===== src/rtl/aes_pkg.sv =====
// rtl/aes_pkg.sv - AES state geometry and byte addressing shared by the round datapath stages.
package aes_pkg;

   localparam int NB_BYTE  = 8;
   localparam int N_BYTES  = 16;
   localparam int N_ROWS   = 4;
   localparam int N_COLS   = 4;
   localparam int NB_STATE = N_BYTES * NB_BYTE;

   // Occupancy of a two-entry main/skid pipeline stage, encoded as {main_valid, skid_valid}.
   typedef enum logic [1:0] {
      OCC_EMPTY = 2'b00,
      OCC_FULL1 = 2'b10,
      OCC_FULL2 = 2'b11
   } occ_e;

   // LSB position of state byte (row, col); byte 0 (row 0, col 0) sits on the MSBs.
   function automatic int byte_lsb(input int row, input int col);
      return (N_BYTES - 1 - (N_ROWS * col + row)) * NB_BYTE;
   endfunction

endpackage


===== src/rtl/shiftrows_comb.sv =====
// rtl/shiftrows_comb.sv - combinational ShiftRows; adds an InvShiftRows select when SHIFTROWS_PIPE_INV_EN is defined.
module shiftrows_comb
   import aes_pkg::*;
(
   input  logic [NB_STATE-1:0] state_i,
`ifdef SHIFTROWS_PIPE_INV_EN
   input  logic                inverse_i,
`endif
   output logic [NB_STATE-1:0] state_o
);

   for (genvar r = 0; r < N_ROWS; r++) begin : g_row
      for (genvar c = 0; c < N_COLS; c++) begin : g_col
         localparam int DST     = byte_lsb(r, c);
         localparam int SRC_FWD = byte_lsb(r, (c + r) % N_COLS);
`ifdef SHIFTROWS_PIPE_INV_EN
         localparam int SRC_INV = byte_lsb(r, (c + N_COLS - r) % N_COLS);
         assign state_o[DST +: NB_BYTE] = inverse_i ? state_i[SRC_INV +: NB_BYTE]
                                                    : state_i[SRC_FWD +: NB_BYTE];
`else
         assign state_o[DST +: NB_BYTE] = state_i[SRC_FWD +: NB_BYTE];
`endif
      end
   end

endmodule


===== src/rtl/shiftrows_pipe_stage.sv =====
// rtl/shiftrows_pipe_stage.sv - registered ShiftRows stage with valid/ready and a 2-entry skid buffer.
// Optional: SHIFTROWS_PIPE_INV_EN adds i_inverse to select InvShiftRows per word.
module shiftrows_pipe_stage #(
   parameter int NB_BYTE = 8,
   parameter int N_BYTES = 16,
   parameter int NB_TAG  = 4
) (
   input  logic                       i_clock,
   input  logic                       i_reset,
   input  logic [N_BYTES*NB_BYTE-1:0] i_state,
   input  logic [NB_TAG-1:0]          i_tag,
   input  logic                       i_valid,
`ifdef SHIFTROWS_PIPE_INV_EN
   input  logic                       i_inverse,
`endif
   output logic                       o_ready,
   output logic [N_BYTES*NB_BYTE-1:0] o_state,
   output logic [NB_TAG-1:0]          o_tag,
   output logic                       o_valid,
   input  logic                       i_ready
);

   localparam int NB_ST = N_BYTES * NB_BYTE;

   if (NB_BYTE != 8 || N_BYTES != 16) begin : g_bad_conf
      $error("BAD_CONF: shiftrows_pipe_stage supports only NB_BYTE=8 and N_BYTES=16");
   end

   logic [NB_ST-1:0]  shifted;
   logic              in_xfer;
   logic              out_xfer;
   logic              skid_load;
   aes_pkg::occ_e     occ;

   logic              main_valid_q, main_valid_d;
   logic              skid_valid_q, skid_valid_d;
   logic              ready_q, ready_d;
   logic [NB_ST-1:0]  main_state_q, main_state_d;
   logic [NB_TAG-1:0] main_tag_q, main_tag_d;
   logic [NB_ST-1:0]  skid_state_q;
   logic [NB_TAG-1:0] skid_tag_q;

   shiftrows_comb u_shiftrows_comb (
      .state_i   (i_state),
`ifdef SHIFTROWS_PIPE_INV_EN
      .inverse_i (i_inverse),
`endif
      .state_o   (shifted)
   );

   assign in_xfer  = i_valid & ready_q;
   assign out_xfer = main_valid_q & i_ready;
   assign occ      = aes_pkg::occ_e'({main_valid_q, skid_valid_q});

   always_comb begin
      main_valid_d = main_valid_q;
      skid_valid_d = skid_valid_q;
      main_state_d = main_state_q;
      main_tag_d   = main_tag_q;
      skid_load    = 1'b0;
      case (occ)
         aes_pkg::OCC_EMPTY: begin
            if (in_xfer) begin
               main_valid_d = 1'b1;
               main_state_d = shifted;
               main_tag_d   = i_tag;
            end
         end
         aes_pkg::OCC_FULL1: begin
            if (in_xfer && out_xfer) begin
               main_state_d = shifted;
               main_tag_d   = i_tag;
            end else if (out_xfer) begin
               main_valid_d = 1'b0;
            end else if (in_xfer) begin
               skid_valid_d = 1'b1;
               skid_load    = 1'b1;
            end
         end
         aes_pkg::OCC_FULL2: begin
            // Upstream is blocked here, so only the drain of main can happen.
            if (out_xfer) begin
               skid_valid_d = 1'b0;
               main_state_d = skid_state_q;
               main_tag_d   = skid_tag_q;
            end
         end
         default: begin
            main_valid_d = 1'b0;
            skid_valid_d = 1'b0;
         end
      endcase
      ready_d = ~skid_valid_d;
   end

   always_ff @(posedge i_clock) begin
      if (i_reset) begin
         main_valid_q <= 1'b0;
         skid_valid_q <= 1'b0;
         ready_q      <= 1'b1;
         main_state_q <= '0;
         main_tag_q   <= '0;
      end else begin
         main_valid_q <= main_valid_d;
         skid_valid_q <= skid_valid_d;
         ready_q      <= ready_d;
         main_state_q <= main_state_d;
         main_tag_q   <= main_tag_d;
      end
   end

   always_ff @(posedge i_clock) begin
      if (skid_load) begin
         skid_state_q <= shifted;
         skid_tag_q   <= i_tag;
      end
   end

   assign o_ready = ready_q;
   assign o_valid = main_valid_q;
   assign o_state = main_state_q;
   assign o_tag   = main_tag_q;

endmodule


===== config.mk =====
export PLATFORM = sky130hd
export DESIGN_NAME = shiftrows_pipe_stage
export DESIGN_NICKNAME = d
export VERILOG_FILES = /design/src/rtl/aes_pkg.sv /design/src/rtl/shiftrows_comb.sv /design/src/rtl/shiftrows_pipe_stage.sv
export SDC_FILE = /design/constraint.sdc
export NUM_CORES = 1
export LEC_CHECK = 0
export CORE_ASPECT_RATIO = 0.5
export CORE_MARGIN = 3
export CORE_UTILIZATION = 45
export DETAILED_ROUTE_END_ITERATION = 7
export PLACE_DENSITY = 0.75
export RECOVER_POWER = 50
export SLEW_MARGIN = 40
export SYNTH_ARGS = -nofsm -noshare
export SYNTH_HDL_FRONTEND = slang
export SYNTH_SLANG_ARGS = --single-unit

===== constraint.sdc =====
create_clock -name i_clock -period 8.48 [get_ports i_clock]
set_clock_uncertainty 0.1 [all_clocks]
set_input_delay 1.696 -clock i_clock [delete_from_list [all_inputs] [get_ports i_clock]]
set_output_delay 1.696 -clock i_clock [all_outputs]
set_load 0.01 [all_outputs]

==> results.env, run 1 <==
DETAILROUTE.VIA_COUNT=6725
TNS_PS=0
SETUP_CRIT_END_KIND='register'
POSTSYNTHNETCOUNT=888
YS_DOMINANT_REG_CELL='sky130_fd_sc_hd__dfxtp_1'
DRIVE_ABOVE_1_SHARE=0.0890
MIN_PERIOD_PS=5290
WEIGHTED_CONGESTION_REPORTED_AT_THE_END_OF_ROUTABILITY_DRIVEN_PLACEMENT=0.806
DRTITER0DRC=400
FILL_CELLS=1676
PORT_BUFFERS=269
FINAL_CORE_UTIL=0.634
CORE.ROWCOUNT=38
CLOCK_LATENCY_PS=510
DIE_AREA_MM2=0.0245
AVGVIACOUNTPERCELL=5.11
CTS_TREE='yes'
POWER-PER-CELL-AREA_mW_PER_MM2=253
OVERALL_ROUTING_RESOURCE_USAGE=0.192
SYNTH_COMPOUND_GATE_AREA_SHARE=0.123
SYNTH_TOP_AREA_FRAC=0.391
DRCVIOLATIONCOUNT=0
LAYOUT.NETS=1134
DIE_H_UM=112
TIGHTESTPINTRANSITION_PS=2260
CLOCK_BUFFERS_CREATED_BY_TRITONCTS=25
SYNTH_SIMPLE_GATE_AREA_FRAC=0.0545
GRT_OVERFLOW_TOTAL=0
SLEW_HR=-0.508
POSTCTSSETUPREPAIRBUFS=0
SYNTHADDERAREAFRAC=0.00493
WL_PER_CELL_UM=18.2
STATIC_LEAKAGE_POWER_nW=4.67
DP_HPWL_UM=15900
SYNTH_SEQ_CELLS=267
POST_SYNTH_INST_COUNT=748
WORST_EP_ARRIVAL_TIME_PS=5330
TIMING.SETUP.CRITICAL_PATH_CLASS='in2reg'
HTREE_LEVELS=1
TIMING.HOLD.WORST.CLASS='reg2reg'
INITIAL_CORE_UTIL=0.463
YOSYSUNIQUECELLTYPES=22
VIOLATIONS='capacitance limit, slew limit'
RR_STARTPOINT='o_valid'
FINAL-SETUP-VIOL-COUNT=0
POST_ROUTE_ANTENNA_NET_VIOLATION_COUNT=0
DR.PASS1.ITERS=4
ANTENNA_FOUND_INITIAL=5
NUMBER_OF_BUFFERS_INSERTED_BY_HOLD_REPAIR_AT_CTS=0
P_SW_FRAC=0.266
GRT_PASS1_WL_UM=38100
LARGEST_FAMILY_OF_LOGIC_CELLS_BY_SYNTHESIZED_AREA='multiplexers'
SYNTH_EDF_COUNT=132
MAXSLEWVIOLCOUNT=79
CP_MAX_FO=50
CLK_ROOT_BUFFER_CELL='sky130_fd_sc_hd__clkbuf_16'
FMAXACHIEVABLE_GHz=0.189
GRT_START_MAX_NET_PINS=113
AVGSYNTHCELLAREA_UM2=13.6
POWER.COMBINATIONAL.FRACTION=0.208
SYNTH.AREA.TOP_CELLS='sky130_fd_sc_hd__edfxtp_1 39%, sky130_fd_sc_hd__dfxtp_1 27%, sky130_fd_sc_hd__mux2i_1 13%'
FINAL_WL_UM=23900
FIRST_GLOBAL_VIAS=6968
WORST_IR_DROP_ON_VDD_uV=158
CRIT_START='i_valid'
WORSTPATHREQUIRED_PS=8520
MUXSHAREOFSYNTHAREA=0.130
CLOCK_SINK_COUNT=267
TOP_COUNT_CELL_POST_SYNTH='sky130_fd_sc_hd__nor2_1'
SYNTH_SEQ_AREA_SHARE=0.657
CTSLONGESTPATHBUFFERS=3
DIE_WIDTH_UM=218
SWITCHING_POWER_W=0.000932
GRT_SETUP_UNREPAIRED='no'
YOSYSWARNINGCOUNT=0
FINAL-HOLD-VIOLATION-COUNT=0
SYN2LAYOUT_AREA_GROWTH_PCT=37.0
RUN_STATUS='complete, but fails checks'
SYNTHTOPCELLSBYCOUNT='136 x sky130_fd_sc_hd__nor2_1, 135 x sky130_fd_sc_hd__dfxtp_1, 132 x sky130_fd_sc_hd__edfxtp_1, 132 x sky130_fd_sc_hd__mux2i_1, 93 x sky130_fd_sc_hd__a211oi_1'
STARTPOINT_TYPE='input pin'
MAPPEDNETLISTAREA_MM2=0.0101
CLOCKPOWERSHARE=0.337
YOSYS.AREA_SHARE.XOR_XNOR=0
P_SEQ_FRAC=0.455
MIN_FROM='o_state[114]'
POST_CTS_RESIZED=0
FLOORPLAN.CORE_AREA_MM2=0.0219
DRV_CAP=2
FINAL_MIN_PERIOD_OVER_CLOCK_PERIOD=0.624
CTS.CLK_SLEW.WORST_PATHS_PS=60
IO_PINS=270
ASYNC_RESET_FF_FRAC=0
P_INT_W=0.00258
NETLIST.TOP_CELL.BY_AREA='sky130_fd_sc_hd__edfxtp_1'
## registers in the layout, summed over array words and instances (netlist names)
| signal | flops |
|---|---|
| o_ready | 1 |
| o_state | 128 |
| o_valid | 1 |
| skid_valid_q | 1 |
| skid_tag_q | 4 |
| skid_state_q | 128 |
| o_tag | 4 |
## critical path, cell delays in order
cell and delay [ps]:
sky130_fd_sc_hd__dlygate4sd3_1 550, sky130_fd_sc_hd__and2_0 220, sky130_fd_sc_hd__and3_1 450, sky130_fd_sc_hd__clkbuf_1 1550
sky130_fd_sc_hd__buf_4 780
## per-stage QoR
step	hold WS [ps]	power (W)	worst slack [ps]	std cells	area, um2
floorplan	420	0.00201	2920	748	10100
global placement	387	0.00237	3840	1265	13000
detailed placement	390	0.00239	4320	1267	13100
CTS	399	0.00359	4860	1311	13900
global route	414	0.00367	2930	1315	13900
finish	393	0.00351	3190	1315	13900
## power by group through the flow
stage / combinational (W) / clock (W) / sequential [W]
final: 0.000730 / 0.00118 / 0.00160
after global routing: 0.000794 / 0.00126 / 0.00162
after CTS: 0.000771 / 0.00121 / 0.00160
after detailed placement: 0.000767 / 0 / 0.00163
after global placement: 0.000745 / 0 / 0.00162
after floorplan: 0.000333 / 0 / 0.00168
## path summary, 6_finish.rpt
check / slack, ps / cells past startpoint / to
worst max-delay path: 3190 / 5 / skid_state_q[112]
worst min-delay path: 390 / 2 / o_state[114]
worst max register to register: 4240 / 4 / skid_state_q[112]
worst min register to register: 390 / 2 / o_state[114]
## cell usage in the layout, fill, tap and decap left out, drive strengths merged, types with 3 or more instances in the layout
cell type      Yosys  final
ha                 4      4
clkbuf            22     33
a211oi           133    133
mux2i            132    132
nand2              3      3
edfxtp           132    132
inv                2      3
dfxtp            135    135
clkdlybuf4s50      0     85
clkinv             0      6
nor2             136    136
dlygate4sd3        0    183
buf               37      7
bufinv             0      5
diode              0      4
## logic make-up (layout without fill, tap and decap cells)
logic type	Yosys count	after routing
flip-flops	267	267
AND/OR/NAND/NOR	144	144
AO/OA/AOI/OAI	140	140
multiplexers	132	132
buffers and inverters	61	324
adder cells (fa/ha/maj)	4	4
other	0	4
## metal layers
metal,vias to the layer above,global-route usage,share of wire
met2,147,0.340,0.51
met5,-,0,0.00054
met4,2,0.0525,0.021
li1,3289,-,-
met1,3253,0.242,0.43
met3,34,0.0379,0.040
## layout make-up
type	instances	area, um2	area share
clock inverter	14	208	0.0150
timing repair buffer	278	2770	0.199
inverter	2	7.51	0.000540
sequential	267	6670	0.480
clock buffer	30	654	0.0471
multi-input combinational	420	3200	0.230
antenna	4	10.0	0.000721
tap	300	375	0.0270
Power figures use the tool's default switching activity.
==> run 2: changes to the inputs <==
==> constraint.sdc (replaced) <==
create_clock -name i_clock -period 5.3 [get_ports i_clock]
set_clock_uncertainty 0.1 [all_clocks]
set_input_delay 1.06 -clock i_clock [delete_from_list [all_inputs] [get_ports i_clock]]
set_output_delay 1.06 -clock i_clock [all_outputs]
set_load 0.01 [all_outputs]
==> results.env, run 2 (synthesis gave the netlist of run 1 again) <==
TIMING.SETUP.CRITICAL_PATH_CLASS='in2reg'
OVERALL_ROUTING_RESOURCE_USAGE=0.193
DPL_CELL_AREA_MM2=0.0130
CORE.ROWCOUNT=38
FINAL_COMMON_CELL='sky130_fd_sc_hd__dlygate4sd3_1'
WORST_EP_ARRIVAL_TIME_PS=4000
CTS_TREE='yes'
WORST_IR_DROP_ON_VDD_uV=222
POST_CTS_RESIZED=0
TOP_LIBRARY_CELLS_BY_USAGE_IN_THE_LAYOUT_FILL_AND_TAPS_ASIDE='221 x sky130_fd_sc_hd__dlygate4sd3_1, 136 x sky130_fd_sc_hd__nor2_1, 135 x sky130_fd_sc_hd__dfxtp_1'
GRT_SETUP_UNREPAIRED='no'
WEIGHTED_CONGESTION_REPORTED_AT_THE_END_OF_ROUTABILITY_DRIVEN_PLACEMENT=0.807
FLOORPLAN.CORE_AREA_MM2=0.0219
FINAL_MIN_PERIOD_OVER_CLOCK_PERIOD=0.741
TIGHTESTPINTRANSITION_PS=2170
SLOWEST_DELAY_PS=1640
POSTLAYOUTCELLAREA_MM2=0.0138
FINAL-SETUP-VIOL-COUNT=0
CP_TOP_FAMILY='simple AND/OR/NAND/NOR gates'
CRITICAL_PATH.SLOWEST_CELL='sky130_fd_sc_hd__and3_1'
STARTPOINT_TYPE='input pin'
RRSETUPSLACK_PS=1670
DETAILROUTE.VIA_COUNT=6740
AVGVIACOUNTPERCELL=5.14
RUN_STATUS='complete, but fails checks'
DP_HPWL_UM=15700
DIE_AREA_MM2=0.0245
SETUP_CRIT_END_KIND='register'
SYN2LAYOUT_AREA_GROWTH_PCT=36.0
STATIC_LEAKAGE_POWER_nW=4.71
CLOCK_LATENCY_PS=510
POWER-PER-CELL-AREA_mW_PER_MM2=390
FIRST_GLOBAL_VIAS=6785
DIE_WIDTH_UM=218
GRT_OVERFLOW_TOTAL=0
FMAXACHIEVABLE_GHz=0.255
DR.PASS1.ITERS=4
GRT_START_MAX_NET_PINS=141
TNS_PS=0
FINAL-HOLD-VIOLATION-COUNT=0
HTREE_LEVELS=1
IO_PINS=270
DRCVIOLATIONCOUNT=0
DRIVE_ABOVE_1_SHARE=0.0803
CTSLONGESTPATHBUFFERS=3
POSTCTSSETUPREPAIRBUFS=0
WORSTPATHREQUIRED_PS=5370
DPL_WORST_SLACK_PS=1850
DRV_CAP=1
CLOCK_BUFFERS_CREATED_BY_TRITONCTS=24
CLOCK_SINK_COUNT=267
FINAL.SETUP.WORST_SLACK_PS=1370
NUMBER_OF_BUFFERS_INSERTED_BY_HOLD_REPAIR_AT_CTS=0
VIOLATIONS='capacitance limit, slew limit'
DRTITER0DRC=391
POST_ROUTE_ANTENNA_NET_VIOLATION_COUNT=0
TIMING.HOLD.WORST.CLASS='reg2reg'
PORT_BUFFERS=269
ANTENNA_FOUND_INITIAL=4
CLK_ROOT_BUFFER_CELL='sky130_fd_sc_hd__clkbuf_16'
DIE_H_UM=112
CTS.CLK_SLEW.WORST_PATHS_PS=70
FINAL_WL_UM=24100
MAXSLEWVIOLCOUNT=45
SLEW_HR=-0.446
WL_PER_CELL_UM=18.4
INITIAL_CORE_UTIL=0.463
CP_MAX_FO=45
GRT_PASS1_WL_UM=38000
LAYOUT.NETS=1132
CRITICAL_PATH.CELL_CHAIN='clkdlybuf4s50_1 > and2_1 > and3_1 > buf_4'
CP_NUM_BUF_INV=2
MIN_PERIOD_PS=3930
## run 2: cell count changes in the layout (fill, tap and decap cells not counted), sizes merged, moves of 2 or more
cell and change:
clkinvlp -2, dlygate4sd3 +38, clkbuf +6, clkinv -2
diode -2, clkdlybuf4s50 -38, buf +2, bufinv -5
## run 2: final timing paths
path	start	end	depth (start not counted)
worst min register to register	o_state[115]	o_state[115]	2
worst min-delay path	o_state[115]	o_state[115]	2
worst max-delay path	i_valid	skid_state_q[0]	4
worst max register to register	o_valid	skid_state_q[0]	3
## run 2: power breakdown
group	switching, W	leakage (nW)	total, W	internal, W
Sequential	0.000114	2.33	0.00255	0.00243
Combinational	0.000613	2.02	0.00116	0.000547
Clock	0.000731	0.362	0.00167	0.000939
## run 2: per-stage QoR
stage | total power (W) | instances | util | hold slack (ps)
detailed placement | 0.00383 | 1266 | 0.595 | 390
global route | 0.00564 | 1311 | 0.629 | 415
finish | 0.00538 | 1311 | 0.629 | 394
floorplan | 0.00322 | 748 | - | 420
CTS | 0.00551 | 1309 | 0.629 | 399
global placement | 0.00379 | 1266 | 0.595 | 387
## run 2: area by class of cell
| cell class | instances | area (um2) |
|---|---|---|
| Antenna cell | 2 | 5.00 |
| Clock buffer | 39 | 729 |
| Clock inverter | 4 | 16.3 |
| Fill cell | 1676 | 8130 |
| Inverter | 2 | 7.51 |
| Multi-Input combinational cell | 420 | 3200 |
| Sequential cell | 267 | 6670 |
| Tap cell | 300 | 375 |
| Timing Repair Buffer | 277 | 2790 |
## run 2: per-layer routing
layer | routed length, um | GRT usage
met3 | 1080 | 0.0449
met1 | 10600 | 0.251
met5 | 27 | 0
met2 | 11900 | 0.330
met4 | 431 | 0.0447
## run 2: worst min-delay path, stage by stage (launching register included)
cell and delay, ps:
sky130_fd_sc_hd__dfxtp_1 310, sky130_fd_sc_hd__nor2_1 90, sky130_fd_sc_hd__a211oi_1 50
==> edit (flow settings as in run 2) <==
Take the reset off `main_tag_q` and load it in a clocked block of its own.
--- a/src/rtl/shiftrows_pipe_stage.sv
+++ b/src/rtl/shiftrows_pipe_stage.sv
@@ -101,3 +101,2 @@
          main_state_q <= '0;
-         main_tag_q   <= '0;
       end else begin
@@ -107,4 +106,7 @@
          main_state_q <= main_state_d;
-         main_tag_q   <= main_tag_d;
       end
+   end
+
+   always_ff @(posedge i_clock) begin
+      main_tag_q <= main_tag_d;
    end
Behaviour: differs if i_reset is asserted again (counterexample within 4 cycles, from zero or initial values and one cycle with i_reset high); with i_reset held inactive, the same outputs for 4 cycles.
==> edit against run 2 <==
The flow still finishes with violations (capacitance limit, slew limit). Sequential cell count unchanged. Cell count down 1.1%. Largest power group unchanged. Routed wire length is essentially flat. Cell area down 1.4%. Combinational power decreased by 5%. Critical path type unchanged. Critical path depth grew 1. Worst setup slack gained 0.36 ns. Synthesized cell count decreased by 1.3%. Total power is 1.1% lower. Area after synthesis decreased by 2.4%. Critical endpoint is now skid_state_q[20]. Register-to-register slack gained 0.13 ns.
==> edit: results (changes against run 2) <==
Logic synthesis
  • Post-synth EDFFs: 136 (+3.0%)
  • Predominant post-synthesis flop cell: edfxtp_1
  • Commonest cells post-synth: edfxtp_1 (136), nor2_1 (132), dfxtp_1 (131)
  • Syn Nets: 878 (-1.1%)
  • Mux share of post-synthesis cell area: 0.134 (+0.00372)
  • Area contributors post-synth: edfxtp_1 (41%), dfxtp_1 (26%), mux2i_1 (13%)
  • Sequential area share after synthesis: 0.678 (+0.0202)
  • Synth warn: 0 (unchanged)
  • Post-Synthesis Cells: 738 (-1.3%)
  • Main combinational cell family by area after synthesis: multiplexers
  • Synth Area in XOR/XNOR: 0 (unchanged)
  • Synthesized-area fraction occupied by adder cells: 0.00506 (+0.000122)
  • Compound-Gate Fraction of Synth Area: 0.104 (-0.0190)
  • Cell variety after synth: 22 (unchanged)

Clocking
  • Clock latency on the worst-skew pair: 0.52 ns
  • Worst-path clk slew: 0.06 ns
  • Htree depth: 1 (unchanged)
  • CTS buffer count: 24 (unchanged)
  • Clk Tree Root Cell: clkbuf_16
  • CTS hold repair buffers: 0 (unchanged)
  • Postcts setup bufs: 0 (unchanged)
  • CTS max path bufs: 3 (unchanged)
  • Quantity of gates resized following cts: 0 (unchanged)

Global routing
  • Largest net degree at the start of global routing: 149 (+5.7%)
  • Gr usage total: 0.197 (+0.00457)
  • Vias in the first global route: 6,970 (+2.7%)
  • Global-route wire length before repair: 38,600 um (+1.3%)

Drt
  • Avg Vias per Cell: 5.16 (+0.31%)
  • Drt first pass iters: 5 (+1)
  • Total Wirelength: 24,100 um (about the same)
  • Vias: 6,689 (-0.76%)
  • # DRC: 0 (unchanged)
  • Drt initial violations: 312 (-20%)

Setup path
  • Crit-path max FO: 53 (+18%)
  • Reg2reg path depth: 4 (+1)
  • Critical Path AT: 3.66 ns (-0.34 ns)

Placed design
  • Placed insts: 1,250 (-1.3%)
  • Hpwl dp: 16,200 um (+2.6%)
  • I/O Buffers: 269 (unchanged)
  • RD Place Congestion: 0.782 (-3.1%)
  • Placed Area: 12,900 um2 (-1.3%)
  • Pre-CTS WS: 1.86 ns (+0.00850 ns)

Timing
  • Final slew viol count: 55 (+22%)
  • Worst Tran Pin Value: 2.01 ns (-0.156 ns)
  • Hold Vio Cnt, Final: 0 (unchanged)

Hold path
  • HP Class: reg2reg
  • Hold depth: 2 (unchanged)

Pwr
  • Maximum VDD drop: 241 uV (+8.8%)
  • Sw Ratio: 0.267 (-0.00376)
  • Lkg Pwr: 4.65 nW (-1.3%)

Job
  • Max-cap viol count: 1 (unchanged)

Layout
  • Ratio of cells with drive above 1 in the final layout: 0.0489 (-0.0314)
  • Final nets: 1,124 (-0.71%)

Status
  • Failing checks: capacitance limit, slew limit
  • Status: finished, violations left
[edit: final cells by class]
cell class	instances	area, um2
antenna	3	7.51
clock buffer	37	711
clock inverter	7	37.5
fill	1587	7460
inverter	2	7.51
multi-input combinational	412	2950
sequential	267	6710
tap	292	365
timing repair buffer	277	2820
[edit: stage by stage]
step | power [mW] | hold slack (ns)
after global routing | 5.58 | 0.411
after floorplan | 3.14 | 0.420
after global placement | 3.73 | 0.386
after CTS | 5.44 | 0.399
after detailed placement | 3.77 | 0.392
final | 5.32 | 0.395
[edit: power groups by stage]
stage	Sequential, mW	Combinational (mW)	Clock, mW
floorplan	2.69	0.450	0
global placement	2.59	1.14	0
detailed placement	2.60	1.17	0
CTS	2.56	1.17	1.71
global route	2.58	1.20	1.80
finish	2.55	1.10	1.66
[edit: path summary, 6_finish.rpt]
check | from | end | slack (ns)
setup / recovery | i_valid | skid_state_q[20] | 1.73
hold / removal | o_state[68] | o_state[68] | 0.39
setup reg to reg | o_valid | o_tag[3] | 1.80
hold reg to reg | o_state[68] | o_state[68] | 0.39
[edit: kinds of logic (layout without fill, tap and decap cells)]
| family | count (synthesis) | in the layout |
|---|---|---|
| compound gates | 136 | 136 |
| fa+ha+maj | 4 | 4 |
| buf+inv | 59 | 323 |
| flops | 267 | 267 |
| mux | 132 | 132 |
| other cells | 0 | 3 |
| simple gates | 140 | 140 |
[edit: critical path, stage by stage]
cell           delay [ns]
dlygate4sd3_1        0.55
and2_0               0.21
and3_1               1.15
buf_12               0.33
buf_12               0.32
[edit: layer usage]
metal | global-route usage | vias up | routed length [um]
met5 | 0 | - | 7
met4 | 0.0558 | 2 | 729
met3 | 0.0416 | 48 | 918
met2 | 0.349 | 139 | 12400
met1 | 0.245 | 3237 | 10100
li1 | - | 3263 | -
